==> src/rtl/arb_pkg.sv <==
// Shared definitions for the memory port arbiter: widths, abort data, FSM states.
package arb_pkg;

    localparam int unsigned ADDR_W = 32;
    localparam int unsigned DATA_W = 32;
    localparam int unsigned STRB_W = 4;

    // Returned to the requester when an access is aborted by the watchdog.
    localparam logic [DATA_W-1:0] ABORT_DATA = 32'hDEAD_BEEF;

    typedef enum logic [1:0] {
        ST_IDLE   = 2'd0,
        ST_BUSY_I = 2'd1,
        ST_BUSY_D = 2'd2
    } arb_state_t;

endpackage

==> src/rtl/mem_arb_wdog.sv <==
// Wait-cycle watchdog: counts BUSY cycles without ack and flags expiry at TIMEOUT.
// TIMEOUT = 0 disables expiry entirely.
module mem_arb_wdog #(
    parameter int unsigned TIMEOUT = 255
) (
    input  logic clk,
    input  logic reset,
    input  logic clear,
    input  logic enable,
    output logic expired
);

    localparam int unsigned CW = (TIMEOUT < 2) ? 1 : $clog2(TIMEOUT + 1);

    logic [CW-1:0] count;

    // Wait counter: cleared between accesses, advances on each unacknowledged cycle.
    always_ff @(posedge clk or negedge reset) begin
        if (!reset) begin
            count <= '0;
        end else if (clear) begin
            count <= '0;
        end else if (enable && !expired) begin
            count <= count + CW'(1);
        end
    end

    // Expiry flag, valid in the same cycle the count reaches TIMEOUT.
    always_comb begin
        expired = (TIMEOUT != 0) && (count == CW'(TIMEOUT));
    end

endmodule

==> src/rtl/mem_port_arbiter.sv <==
// Arbitrates instruction fetch and data access onto one shared memory port.
// Data wins contention unless the fetch has lost STARVE_LIMIT times in a row.
module mem_port_arbiter
    import arb_pkg::*;
#(
    parameter int unsigned STARVE_LIMIT = 4,
    parameter int unsigned TIMEOUT      = 255
) (
    input  logic              clk,
    input  logic              reset,
    input  logic              if_req,
    input  logic [ADDR_W-1:0] if_addr,
    output logic [DATA_W-1:0] if_rdata,
    output logic              if_ready,
    input  logic              dm_req,
    input  logic              dm_we,
    input  logic [ADDR_W-1:0] dm_addr,
    input  logic [DATA_W-1:0] dm_wdata,
    input  logic [STRB_W-1:0] dm_wstrb,
    output logic [DATA_W-1:0] dm_rdata,
    output logic              dm_ready,
    output logic              mem_req,
    output logic              mem_we,
    output logic [ADDR_W-1:0] mem_addr,
    output logic [DATA_W-1:0] mem_wdata,
    output logic [STRB_W-1:0] mem_wstrb,
    input  logic [DATA_W-1:0] mem_rdata,
    input  logic              mem_ack,
    output logic              stall_if,
    output logic              stall_dm,
    output logic              bus_err
);

    localparam int unsigned SW = ($clog2(STARVE_LIMIT + 1) > 3) ? $clog2(STARVE_LIMIT + 1) : 3;

    arb_state_t    state;
    arb_state_t    state_nxt;
    logic [SW-1:0] starve_cnt;
    logic          starve_full;
    logic          grant_i;
    logic          grant_d;
    logic          done;
    logic          abort;
    logic          wd_clear;
    logic          wd_en;
    logic          wd_expired;

    assign starve_full = (starve_cnt == SW'(STARVE_LIMIT));

    mem_arb_wdog #(
        .TIMEOUT (TIMEOUT)
    ) u_wdog (
        .clk     (clk),
        .reset   (reset),
        .clear   (wd_clear),
        .enable  (wd_en),
        .expired (wd_expired)
    );

    // FSM state register.
    always_ff @(posedge clk or negedge reset) begin
        if (!reset) begin
            state <= ST_IDLE;
        end else begin
            state <= state_nxt;
        end
    end

    // Arbitration decision, completion/abort detection and requester handshakes.
    always_comb begin
        state_nxt = state;
        grant_i   = 1'b0;
        grant_d   = 1'b0;
        done      = 1'b0;
        abort     = 1'b0;
        wd_clear  = 1'b0;
        wd_en     = 1'b0;
        if_ready  = 1'b0;
        dm_ready  = 1'b0;
        bus_err   = 1'b0;
        if_rdata  = mem_rdata;
        dm_rdata  = mem_rdata;
        case (state)
            ST_IDLE: begin
                wd_clear = 1'b1;
                if (dm_req && !(if_req && starve_full)) begin
                    grant_d   = 1'b1;
                    state_nxt = ST_BUSY_D;
                end else if (if_req) begin
                    grant_i   = 1'b1;
                    state_nxt = ST_BUSY_I;
                end
            end
            ST_BUSY_I, ST_BUSY_D: begin
                wd_en   = !mem_ack;
                // An ack arriving in the expiry cycle still completes normally.
                abort   = wd_expired && !mem_ack;
                done    = mem_ack || wd_expired;
                bus_err = abort;
                if (done) begin
                    state_nxt = ST_IDLE;
                end
                if (state == ST_BUSY_I) begin
                    if_ready = done;
                    if (abort) begin
                        if_rdata = ABORT_DATA;
                    end
                end else begin
                    dm_ready = done;
                    if (abort) begin
                        dm_rdata = ABORT_DATA;
                    end
                end
            end
            default: begin
                state_nxt = ST_IDLE;
            end
        endcase
        stall_if = if_req & ~if_ready;
        stall_dm = dm_req & ~dm_ready;
    end

    // Memory port register: loaded from the winner on grant, held through BUSY.
    always_ff @(posedge clk or negedge reset) begin
        if (!reset) begin
            mem_req   <= 1'b0;
            mem_we    <= 1'b0;
            mem_addr  <= '0;
            mem_wdata <= '0;
            mem_wstrb <= '0;
        end else if (grant_d) begin
            mem_req   <= 1'b1;
            mem_we    <= dm_we;
            mem_addr  <= dm_addr;
            mem_wdata <= dm_wdata;
            mem_wstrb <= dm_wstrb;
        end else if (grant_i) begin
            mem_req   <= 1'b1;
            mem_we    <= 1'b0;
            mem_addr  <= if_addr;
            mem_wdata <= '0;
            mem_wstrb <= '0;
        end else if (done) begin
            mem_req   <= 1'b0;
        end
    end

    // Starvation counter: consecutive data wins over a waiting fetch, saturating.
    always_ff @(posedge clk or negedge reset) begin
        if (!reset) begin
            starve_cnt <= '0;
        end else if (grant_i) begin
            starve_cnt <= '0;
        end else if (grant_d && if_req && !starve_full) begin
            starve_cnt <= starve_cnt + SW'(1);
        end
    end

endmodule

==> config.mk <==
export PLATFORM = sky130hd
export DESIGN_NAME = mem_port_arbiter
export DESIGN_NICKNAME = d
export VERILOG_FILES = /design/src/rtl/arb_pkg.sv /design/src/rtl/mem_arb_wdog.sv /design/src/rtl/mem_port_arbiter.sv
export SDC_FILE = /design/constraint.sdc
export NUM_CORES = 1
export LEC_CHECK = 0
export BUFFER_PORTS_ARGS = -buffer_cell sky130_fd_sc_hd__buf_2
export CORE_AREA = 2 2 108 110
export CTS_CLUSTER_SIZE = 20
export DETAILED_ROUTE_END_ITERATION = 8
export DIE_AREA = 0 0 110 112
export GPL_TIMING_DRIVEN = 1
export PLACE_DENSITY = 0.78
export SLEW_MARGIN = 40
export SYNTH_ARGS = -nofsm -noshare
export SYNTH_HDL_FRONTEND = slang
export SYNTH_SLANG_ARGS = --single-unit
==> constraint.sdc <==
create_clock -name clk -period 2.4 [get_ports clk]
set_clock_uncertainty 0.15 [all_clocks]
set_input_delay 0.12 -clock clk [delete_from_list [all_inputs] [get_ports clk]]
set_output_delay 0.12 -clock clk [all_outputs]
set_load 0.05 [all_outputs]
Yosys cells after proc, flatten, opt, wreduce, memory -nomap -nowiden
Index checks and enable logic that the tools add are counted.
{ "word_totals": {"regBits": 83, "input_bits": 138, "output_inout_bits": 139, "wordCells": 75} }
{ "classes": {"n_eq_ne": 6, "reduce_logical": 18, "n_mux": 37, "bitwise_logic": 4, "add_sub_neg": 2} }
{ "ops": {"columns": ["cell", "count"], "rows": [
  ["$mux W32", 9],
  ["$mux W1", 18],
  ["$mux W8", 2],
  ["$add A8 B1 Y8 const B", 1],
  ["$eq A8 B8 Y1 const B", 1],
  ["$mux W4", 2],
  ["$logic_and A1 B1 Y1", 6],
  ["$mux W2", 3],
  ["$mux W3", 2],
  ["$reduce_bool A2 Y1", 3],
  ["$logic_not A1 Y1", 4],
  ["$pmux W2 S2", 1],
  ["$add A3 B1 Y3 const B", 1],
  ["$eq A3 B3 Y1 const B", 1],
  ["$ne A3 B3 Y1 const B", 1],
  ["$reduce_bool A3 Y1", 1],
  ["$and A1 B1 Y1", 2],
  ["$eq A2 B1 Y1 const B", 1],
  ["$eq A2 B2 Y1 const B", 1],
  ["$logic_not A2 Y1", 1],
  ["$ne A2 B2 Y1 const B", 1],
  ["$not A1 Y1", 2],
  ["$reduce_and A2 Y1", 1],
  ["$reduce_or A2 Y1", 1],
  ["$logic_or A1 B1 Y1", 1]
]} }

Longest topological paths before layout
Gate-level depths: netlist of run 1.
{ "depth": {"depth_word": 10, "ltp_mapped": 8, "ltp_nobuf": 6} }

Hierarchy
From an unflattened synthesis of run 1, not the netlist that was laid out.
{ "hier_totals": {"cells_unflattened": 429, "hier_area_um2": 4385.5} }
{ "by_module_without_submodules": {"columns": ["mod", "instances", "cells_per_inst", "seq_area_each_um2", "area_each_um2"], "rows": [
  ["mem_port_arbiter", 1, 382, 1876.8, 3916.3],
  ["mem_arb_wdog", 1, 47, 200.2, 469.2]
]} }

Worst setup path after synthesis of run 1
OpenSTA, ideal clock, no wires.
{ "synth_timing": {"path_kind": "register to output", "start": "register state[0]", "end": "output port if_rdata[10]", "t_required_ns": 2.130, "slack_ns": 0.062, "arrival_time_ns": 2.068, "path_buffers": 1, "stages_incl_launch_ff": 8, "path_cell_list": "dfrtp_1 -> inv_1 -> ha_1 -> nand2b_1 -> nor3_4 -> nand2_2 -> buf_2 -> nand2b_1"} }
{ "synth_via": {"elab_chain_cells": 3, "elab_cells_between_ends": 5, "cone_classes": "eq/ne: 2; mux: 2; reduce/logical: 1"} }
{ "synth_rtl": {"columns": ["item", "line", "source"], "rows": [
  ["start: declaration", "mem_port_arbiter.sv:36", "arb_state_t state;"],
  ["start signal: assignment", "mem_port_arbiter.sv:65", "state <= state_nxt;"],
  ["$eq A2 B1 Y1 or $eq A2 B2 Y1 (tied branches)", "mem_port_arbiter.sv:83, mem_port_arbiter.sv:103", null],
  ["$mux W32 or $reduce_or A2 Y1 (tied branches)", "mem_port_arbiter.sv:103, mem_port_arbiter.sv:83", null],
  ["$mux W32 *", "mem_port_arbiter.sv:83", "case (state)"],
  ["end: declaration", "mem_port_arbiter.sv:13", "output logic [DATA_W-1:0] if_rdata,"]
]} }
Mark *: on every way between the ends. The rest lies on a longest branch, timed or not.

Worst setup path in the final report of run 1
{ "layout_timing": {"start": "register starve_cnt[0]", "end": "register mem_addr[15]"} }
{ "layout_via": {"elab_chain_cells": 7, "elab_cells_between_ends": 10, "cone_classes": "eq/ne: 1; mux: 5; reduce/logical: 4"} }
{ "layout_rtl": {"columns": ["item", "line", "source"], "rows": [
  ["start: declaration", "mem_port_arbiter.sv:38", "logic [SW-1:0] starve_cnt;"],
  ["start signal: assignment", "mem_port_arbiter.sv:155", "starve_cnt <= starve_cnt + SW'(1);"],
  ["$eq A3 B3 Y1 *", "mem_port_arbiter.sv:48", "assign starve_full = (starve_cnt == SW'(STARVE_LIMIT));"],
  ["$logic_and A1 B1 Y1 *", "mem_port_arbiter.sv:86", "if (dm_req && !(if_req && starve_full)) begin"],
  ["$logic_not A1 Y1 *", "mem_port_arbiter.sv:86", null],
  ["$logic_and A1 B1 Y1 *", "mem_port_arbiter.sv:86", null],
  ["$mux W1", "mem_port_arbiter.sv:86", null],
  ["$mux W1", "mem_port_arbiter.sv:83", null],
  ["$mux W32 or $reduce_bool A2 Y1 (tied branches)", null, null],
  ["end signal: assignment", "mem_port_arbiter.sv:134", "mem_addr <= dm_addr;"],
  ["end signal: assignment", "mem_port_arbiter.sv:140", "mem_addr <= if_addr;"],
  ["end: declaration", "mem_port_arbiter.sv:24", "output logic [ADDR_W-1:0] mem_addr,"]
]} }
Marks and branches as above.
A chain may end at the register's enable or synchronous reset.

==> flow_summary.yaml, run 1 <==
outcome:
  status: "finished, final reports clean"
sta:
  min_period_ns: 2.32
  report.final.setup_viol: 0
  min_period_over_period: 0.967
  timing.final.max_slew_violations: 0
  max_freq_ghz: 0.431
  setup-tns-final_ns: 0
  transition_time_of_the_tightest_slew_check_pin_ns: 0.506
  rsz_0062_raised_after_global_routing: "no"
  timing.final.hold_violations: 0
  maxSlewHeadroom: 0.663
worst_setup_path:
  top_fanout_value_on_the_critical_path: 16
  critical_path_arrival_ns: 2.36
  crit_path_start: "starve_cnt[0]$_DFFE_PN0P_"
  endpoint_kind_of_the_worst_setup_timing_path: "register"
  start_kind: "register"
  worst_r2r_path_depth: 8
  crit-reg2reg-capture: "mem_addr[15]$_DFFE_PN0P_"
  setup_slack_of_the_worst_register_to_register_path_ns: 0.08
  critical_path.endpoint: "mem_addr[15]$_DFFE_PN0P_"
  timing.setup.critical_path_class: "reg -> reg"
  critPathRequiredTime_ns: 2.44
  worst_r2r_startpoint: "starve_cnt[0]$_DFFE_PN0P_"
yosys:
  post_synthesis_instance_total: 380
  main_synth_ff_type: "dfrtp_1"
  synthesis.nets: 523
  synth.yosys.seq_area_share: 0.513
  post_synth.cell_area_avg_um2: 10.7
  yosys.cell_types.count: 40
  synth-edff-count: 0
  ys_seq_elements: 83
  async_reset_ff_frac: 1.00
  synthesis.yosys.warnings: 0
  syn_area_um2: 4050
floorplan:
  initial_utilization: 0.363
  fp-row-count: 39
  coreArea_um2: 11200
  floorplan.die_area_um2: 12300
  die_height_um: 112
  chipWidth_um: 110
  floorplan.io_pins: 277
final_layout:
  design.final.nets: 900
  drive_gt1_frac: 0.457
  flow.area_growth_from_synthesis_pct: 75.0
  stdcell_area_um2: 7090
route:
  initialDrtViolationCount: 188
  detail_route.vias_per_cell: 4.92
  wire_per_inst_um: 16.4
  ant_nets: 0
  top_layer: "met4"
  detailroute.wirelength.met2_mm: 7.95
  drt-met1-wl_mm: 5.32
  met3_wirelength_mm: 1.03
  drc: 0
  routed-via-count: 4460
  firstDrtPassIters: 4
  drt-total-wl_mm: 14.8
pwr:
  total_power_w: 0.00820
  p_leak_nw: 3.78
  max-vdd-ir-drop_uv: 991
  powerDensity_nw_per_um2: 1160
global_route:
  grt_first_pass_wirelength_mm: 22.1
  grt_antenna_before_repair: 1
  grt_pass1_vias: 4449
  grt.overflow.total: 0
  grt_start_max_net_pins: 102
  total_grt_usage: 0.232
run:
  max_cap_violations: 0
cts:
  clockBufferDepth: 2
  clkSinkCount: 83
  clk_pin_slew_ns: 0.07
  cts_made_buffers: 9
  cts_tree: "built"
  insertion_delay_ns: 0.33
  htree_levels: 3
  cts.root.buffer_cell: "clkbuf_16"
place:
  gpl.final_weighted_congestion: 0.767
  placement.io_buffers: 276
  post_dp_hpwl_mm: 8.73
  placement.cell_area_um2: 5570
hold_path:
  worstHoldPathType: "in -> reg"
[worst max-delay path, stage by stage, from the launching register on]
cell and delay [ns]:
dfrtp_1 0.40, inv_1 0.07, ha_1 0.18, nand3_2 0.10, nand2_4 0.16, clkbuf_16 0.23, mux2i_1 0.19, dlygate4sd3_1 0.58
o21ai_0 0.11
[kinds of logic (layout without fill, tap and decap cells)]
logic type / after synthesis / in the layout / share of synthesized area
buf+inv: 33 / 413 / 0.0435
other cells: 0 / 1 / 0
compound gates: 91 / 91 / 0.154
flops: 83 / 83 / 0.513
simple gates: 131 / 133 / 0.184
xor+xnor: 4 / 4 / 0.00865
mux: 33 / 33 / 0.0815
fa+ha+maj: 5 / 5 / 0.0154
[worst min-delay path by stage]
stage / depth (start not counted) / startpoint / slack (ns) / end
after floorplan: 0 / reset / -0.33 / mem_addr[0]$_DFFE_PN0P_
after global placement: 1 / reset / -0.03 / mem_addr[10]$_DFFE_PN0P_
after detailed placement: 1 / reset / -0.02 / mem_addr[16]$_DFFE_PN0P_
after CTS: 3 / if_req / 0.008 / starve_cnt[2]$_DFFE_PN0P_
after global routing: 3 / if_req / 0.04 / starve_cnt[1]$_DFFE_PN0P_
final: 3 / if_addr[31] / 0.01 / mem_addr[31]$_DFFE_PN0P_
[cells in the mapped netlist (5+ instances only)]
| library cell | number | area share |
|---|---|---|
| and2_1 | 8 | 0.012 |
| dfrtp_1 | 83 | 0.51 |
| nand2_1 | 38 | 0.035 |
| nand2b_1 | 25 | 0.039 |
| clkbuf_1 | 10 | 0.0093 |
| a21oi_1 | 6 | 0.0074 |
| nor2b_1 | 7 | 0.011 |
| buf_4 | 5 | 0.0093 |
| nor2_1 | 10 | 0.0093 |
| inv_1 | 6 | 0.0056 |
| o21ai_0 | 38 | 0.047 |
| or2_2 | 24 | 0.037 |
| mux2i_1 | 33 | 0.082 |
| ha_1 | 5 | 0.015 |
| buf_2 | 9 | 0.011 |
| a22o_1 | 37 | 0.080 |
[per-layer routing]
metal | vias up | track usage
met2 | 233 | 0.436
met1 | 2115 | 0.241
met4 | 0 | 0.114
met5 | - | 0
met3 | 41 | 0.0410
li1 | 2071 | -
[flip-flops by register name, indices dropped and copies added, names as in the netlist]
signal and flops:
mem_addr 32, mem_wdata 32, u_wdog.count 8, mem_wstrb 4, starve_cnt 3, state 2
mem_req 1, mem_we 1
[final cells by class]
| cell class | count | area (um^2) |
|---|---|---|
| Timing Repair Buffer | 391 | 2630 |
| Clock buffer | 10 | 239 |
| Fill cell | 824 | 4080 |
| Tap cell | 143 | 179 |
| Sequential cell | 83 | 2080 |
| Antenna cell | 1 | 2.50 |
| Multi-Input combinational cell | 266 | 1890 |
| Inverter | 6 | 22.5 |
| Clock inverter | 6 | 47.5 |
[what timing repair did]
item | CTS | global route
hold buffers | 103 | 0
endpoints found under the setup margin | 58 | 90
gates cloned | 1 | 3
pin swaps | 1 | 3
endpoints found under the hold margin | 106 | 0
gates resized for setup | 9 | 26
buffers inserted | 0 | 4
[power breakdown]
part / total [W] / switching (W) / internal, W / leakage [nW]
sequential: 0.00231 / 0.000337 / 0.00197 / 1.05
clock: 0.00132 / 0.000579 / 0.000738 / 0.139
combinational: 0.00457 / 0.00332 / 0.00125 / 2.59
[layout by cell type, fill, tap and decap left out, types with 11 or more instances in the layout]
| master | instances |
|---|---|
| o21ai_0 | 38 |
| a22o_1 | 37 |
| dlygate4sd3_1 | 101 |
| buf_4 | 13 |
| dfrtp_1 | 83 |
| buf_2 | 255 |
| clkbuf_16 | 11 |
| nand2_1 | 38 |
| nand2b_1 | 24 |
| clkbuf_4 | 15 |
| or2_2 | 24 |
| mux2i_1 | 30 |
[through the flow]
stage,cells,hold slack (ns),utilization,worst slack [ns]
floorplan,380,-0.326,-,0.0617
detailed placement,779,-0.0226,0.498,0.166
global route,906,0.0360,0.635,0.00155
finish,906,0.0125,0.635,0.0792
global placement,779,-0.0305,0.498,0.272
CTS,899,0.00786,0.619,0.000403
(Power assumes the default switching activity.)
==> run 2, diff against run 1 <==
CORE_AREA = default   (was 2 2 108 110)
CORE_MARGIN = 2   (was default)
CORE_UTILIZATION = 38   (was default)
DIE_AREA = default   (was 0 0 110 112)
PLACE_DENSITY = 0.83   (was 0.78)
REMOVE_ABC_BUFFERS = 1   (was default)
SETUP_SLACK_MARGIN = 0.5   (was default)
clock period = 2.1 ns   (was 2.4 ns; I/O delays follow)
==> run 2 against run 1 <==
Effect of this change: the flow now finishes with violations (negative setup slack); combinational power up 48%; sequential share of layout area down 5.5 points; routed wire length up 54%; first-iteration DRC count up 140%; die area down 6.6%; highest routed layer unchanged; design area up 23%; via count up 21%; power up 32%; critical endpoint is now dm_rdata[12].
==> flow_summary.yaml, run 2 (synthesis results as in run 1) <==
pwr:
  powerDensity_nw_per_um2: 1240
  p_leak_nw: 4.37
  max-vdd-ir-drop_uv: 1150
hold_path:
  timing.hold.worst_path_depth: 3
  worst_hold_startpoint: "dm_req"
  worstHoldPathType: "in -> reg"
  worstHoldEndpoint: "starve_cnt[2]$_DFFE_PN0P_"
final_layout:
  largest_registers_in_the_final_layout: "mem_addr (32), mem_wdata (32), u_wdog.count (8)"
  flow.area_growth_from_synthesis_pct: 115
  layout.cells.most_common_list: "208 x buf_2, 102 x dlygate4sd3_1, 81 x dfrtp_1, 55 x buf_6"
  final_core_util: 0.845
  drive_gt1_frac: 0.556
  fillCellCount: 484
  layout_commonest_cell: "buf_2"
  stdcell_area_um2: 8730
  design.final.nets: 956
sta:
  max_freq_ghz: 0.431
  setup-tns-final_ns: -10.60
  maxSlewHeadroom: 0.591
  report.final.setup_viol: 67
  timing.final.hold_violations: 0
  timing.final.max_slew_violations: 0
  final.hold.worst_slack_ns: 0.0535
  rsz_0062_raised_after_global_routing: "yes"
  min_period_over_period: 1.10
  final.setup.worst_slack_ns: -0.218
  transition_time_of_the_tightest_slew_check_pin_ns: 0.614
  min_period_ns: 2.32
global_route:
  grt_start_max_net_pins: 46
  grt_first_pass_wirelength_mm: 31.1
  grt_pass1_vias: 5715
  grt_antenna_before_repair: 2
  grt.overflow.total: 0
  total_grt_usage: 0.356
cts:
  clockBufferDepth: 2
  cts_tree: "built"
  clk_pin_slew_ns: 0.08
  htree_levels: 3
  insertion_delay_ns: 0.34
  clkSinkCount: 83
  cts_made_buffers: 9
  cts.root.buffer_cell: "clkbuf_8"
route:
  firstDrtPassIters: 4
  wire_per_inst_um: 23.8
  drc: 0
  ant_nets: 0
  drt-total-wl_mm: 22.8
  initialDrtViolationCount: 451
  detail_route.vias_per_cell: 5.65
  routed-via-count: 5402
worst_setup_path:
  worst_r2r_path_depth: 6
  slowest_stage: "dfrtp_1"
  max_stage_delay_ns: 0.41
  timing.setup.critical_path_class: "reg -> out"
  setup_slack_of_the_worst_register_to_register_path_ns: 0.14
  cell_chain_critical_path: "buf_6 > ha_4 > nor4_4 > buf_6 > buf_6 > buf_6 > or2_4 > buf_8"
  path_common_cell: "buf_6"
  top_fanout_value_on_the_critical_path: 8
  critPathRequiredTime_ns: 1.85
  worst_r2r_startpoint: "state[0]$_DFFE_PN0P_"
  endpoint_kind_of_the_worst_setup_timing_path: "output pin"
  start_kind: "register"
  critical_path_arrival_ns: 2.06
  crit-reg2reg-capture: "u_wdog.count[5]$_DFFE_PN0P_"
floorplan:
  chipWidth_um: 107
  floorplan.io_pins: 277
  floorplan.die_area_um2: 11500
  coreArea_um2: 10300
  initial_utilization: 0.393
  fp-row-count: 37
  die_height_um: 107
outcome:
  status: "complete, but fails checks"
  failed_checks: "negative setup slack"
place:
  dp_worst_setup_slack_ns: 0.0424
  placement.io_buffers: 276
  gpl.final_weighted_congestion: 0.824
  placement.cell_area_um2: 5620
  post_dp_hpwl_mm: 9.88
run:
  max_cap_violations: 0
-- run 2: critical path, delay by kind of cell, from the launching register on --
kind,cells,cell delay [ns]
adder cells (fa/ha/maj),1,0.16
buffers and inverters,5,0.69
flip-flops,1,0.41
AND/OR/NAND/NOR,2,0.45
-- run 2: stage by stage --
step | power (W) | cells
2_1_floorplan | 0.00617 | 353
3_3_place_gp | 0.00746 | 776
3_5_place_dp | 0.00759 | 776
4_1_cts | 0.0101 | 940
5_1_grt | 0.0111 | 955
6_report | 0.0109 | 956
-- run 2: routing by layer --
metal	global-route usage	vias up	part of all wire
met4	0.257	0	0.074
met2	0.613	486	0.50
met5	0	-	0
met1	0.378	2588	0.33
li1	-	2195	-
met3	0.0884	133	0.098
-- run 2: how the worst max path moves through the flow --
stage / startpoint / endpoint / slack, ns / cells after the start
CTS: state[1]$_DFFE_PN0P_ / if_rdata[4] / -0.17 / 9
floorplan: if_req / mem_addr[0]$_DFFE_PN0P_ / -1.79 / 2
detailed placement: state[0]$_DFFE_PN0P_ / dm_rdata[8] / 0.04 / 7
global route: state[0]$_DFFE_PN0P_ / if_rdata[30] / -0.28 / 9
finish: state[0]$_DFFE_PN0P_ / dm_rdata[12] / -0.22 / 8
global placement: state[0]$_DFFE_PN0P_ / dm_rdata[4] / 0.12 / 7
-- run 2: cell type report --
class                           instances  area [um^2]  share of cell area
Clock buffer                           10          138              0.0158
Inverter                                6         22.5             0.00258
Clock inverter                          5         85.1             0.00975
Tap cell                              136          170              0.0195
Timing Repair Buffer                  446         3950               0.452
Multi-Input combinational cell        267         2280               0.261
Antenna cell                            3         7.51            0.000860
Sequential cell                        83         2080               0.238
-- run 2: power by group --
part	internal, W	switching [W]	total, W
logic	0.00232	0.00446	0.00678
registers	0.00225	0.000496	0.00274
clock network	0.000703	0.000624	0.00133
total	0.00527	0.00558	0.0109
-- run 2: timing repair --
action | in CTS | in global routing
gates resized for setup | 255 | 81
pin swaps | 17 | 13
hold endpoints to repair | 112 | 0
setup buffers | 33 | 9
hold buffers | 102 | 0
setup endpoints to repair | 151 | 151
cloned | 14 | 4
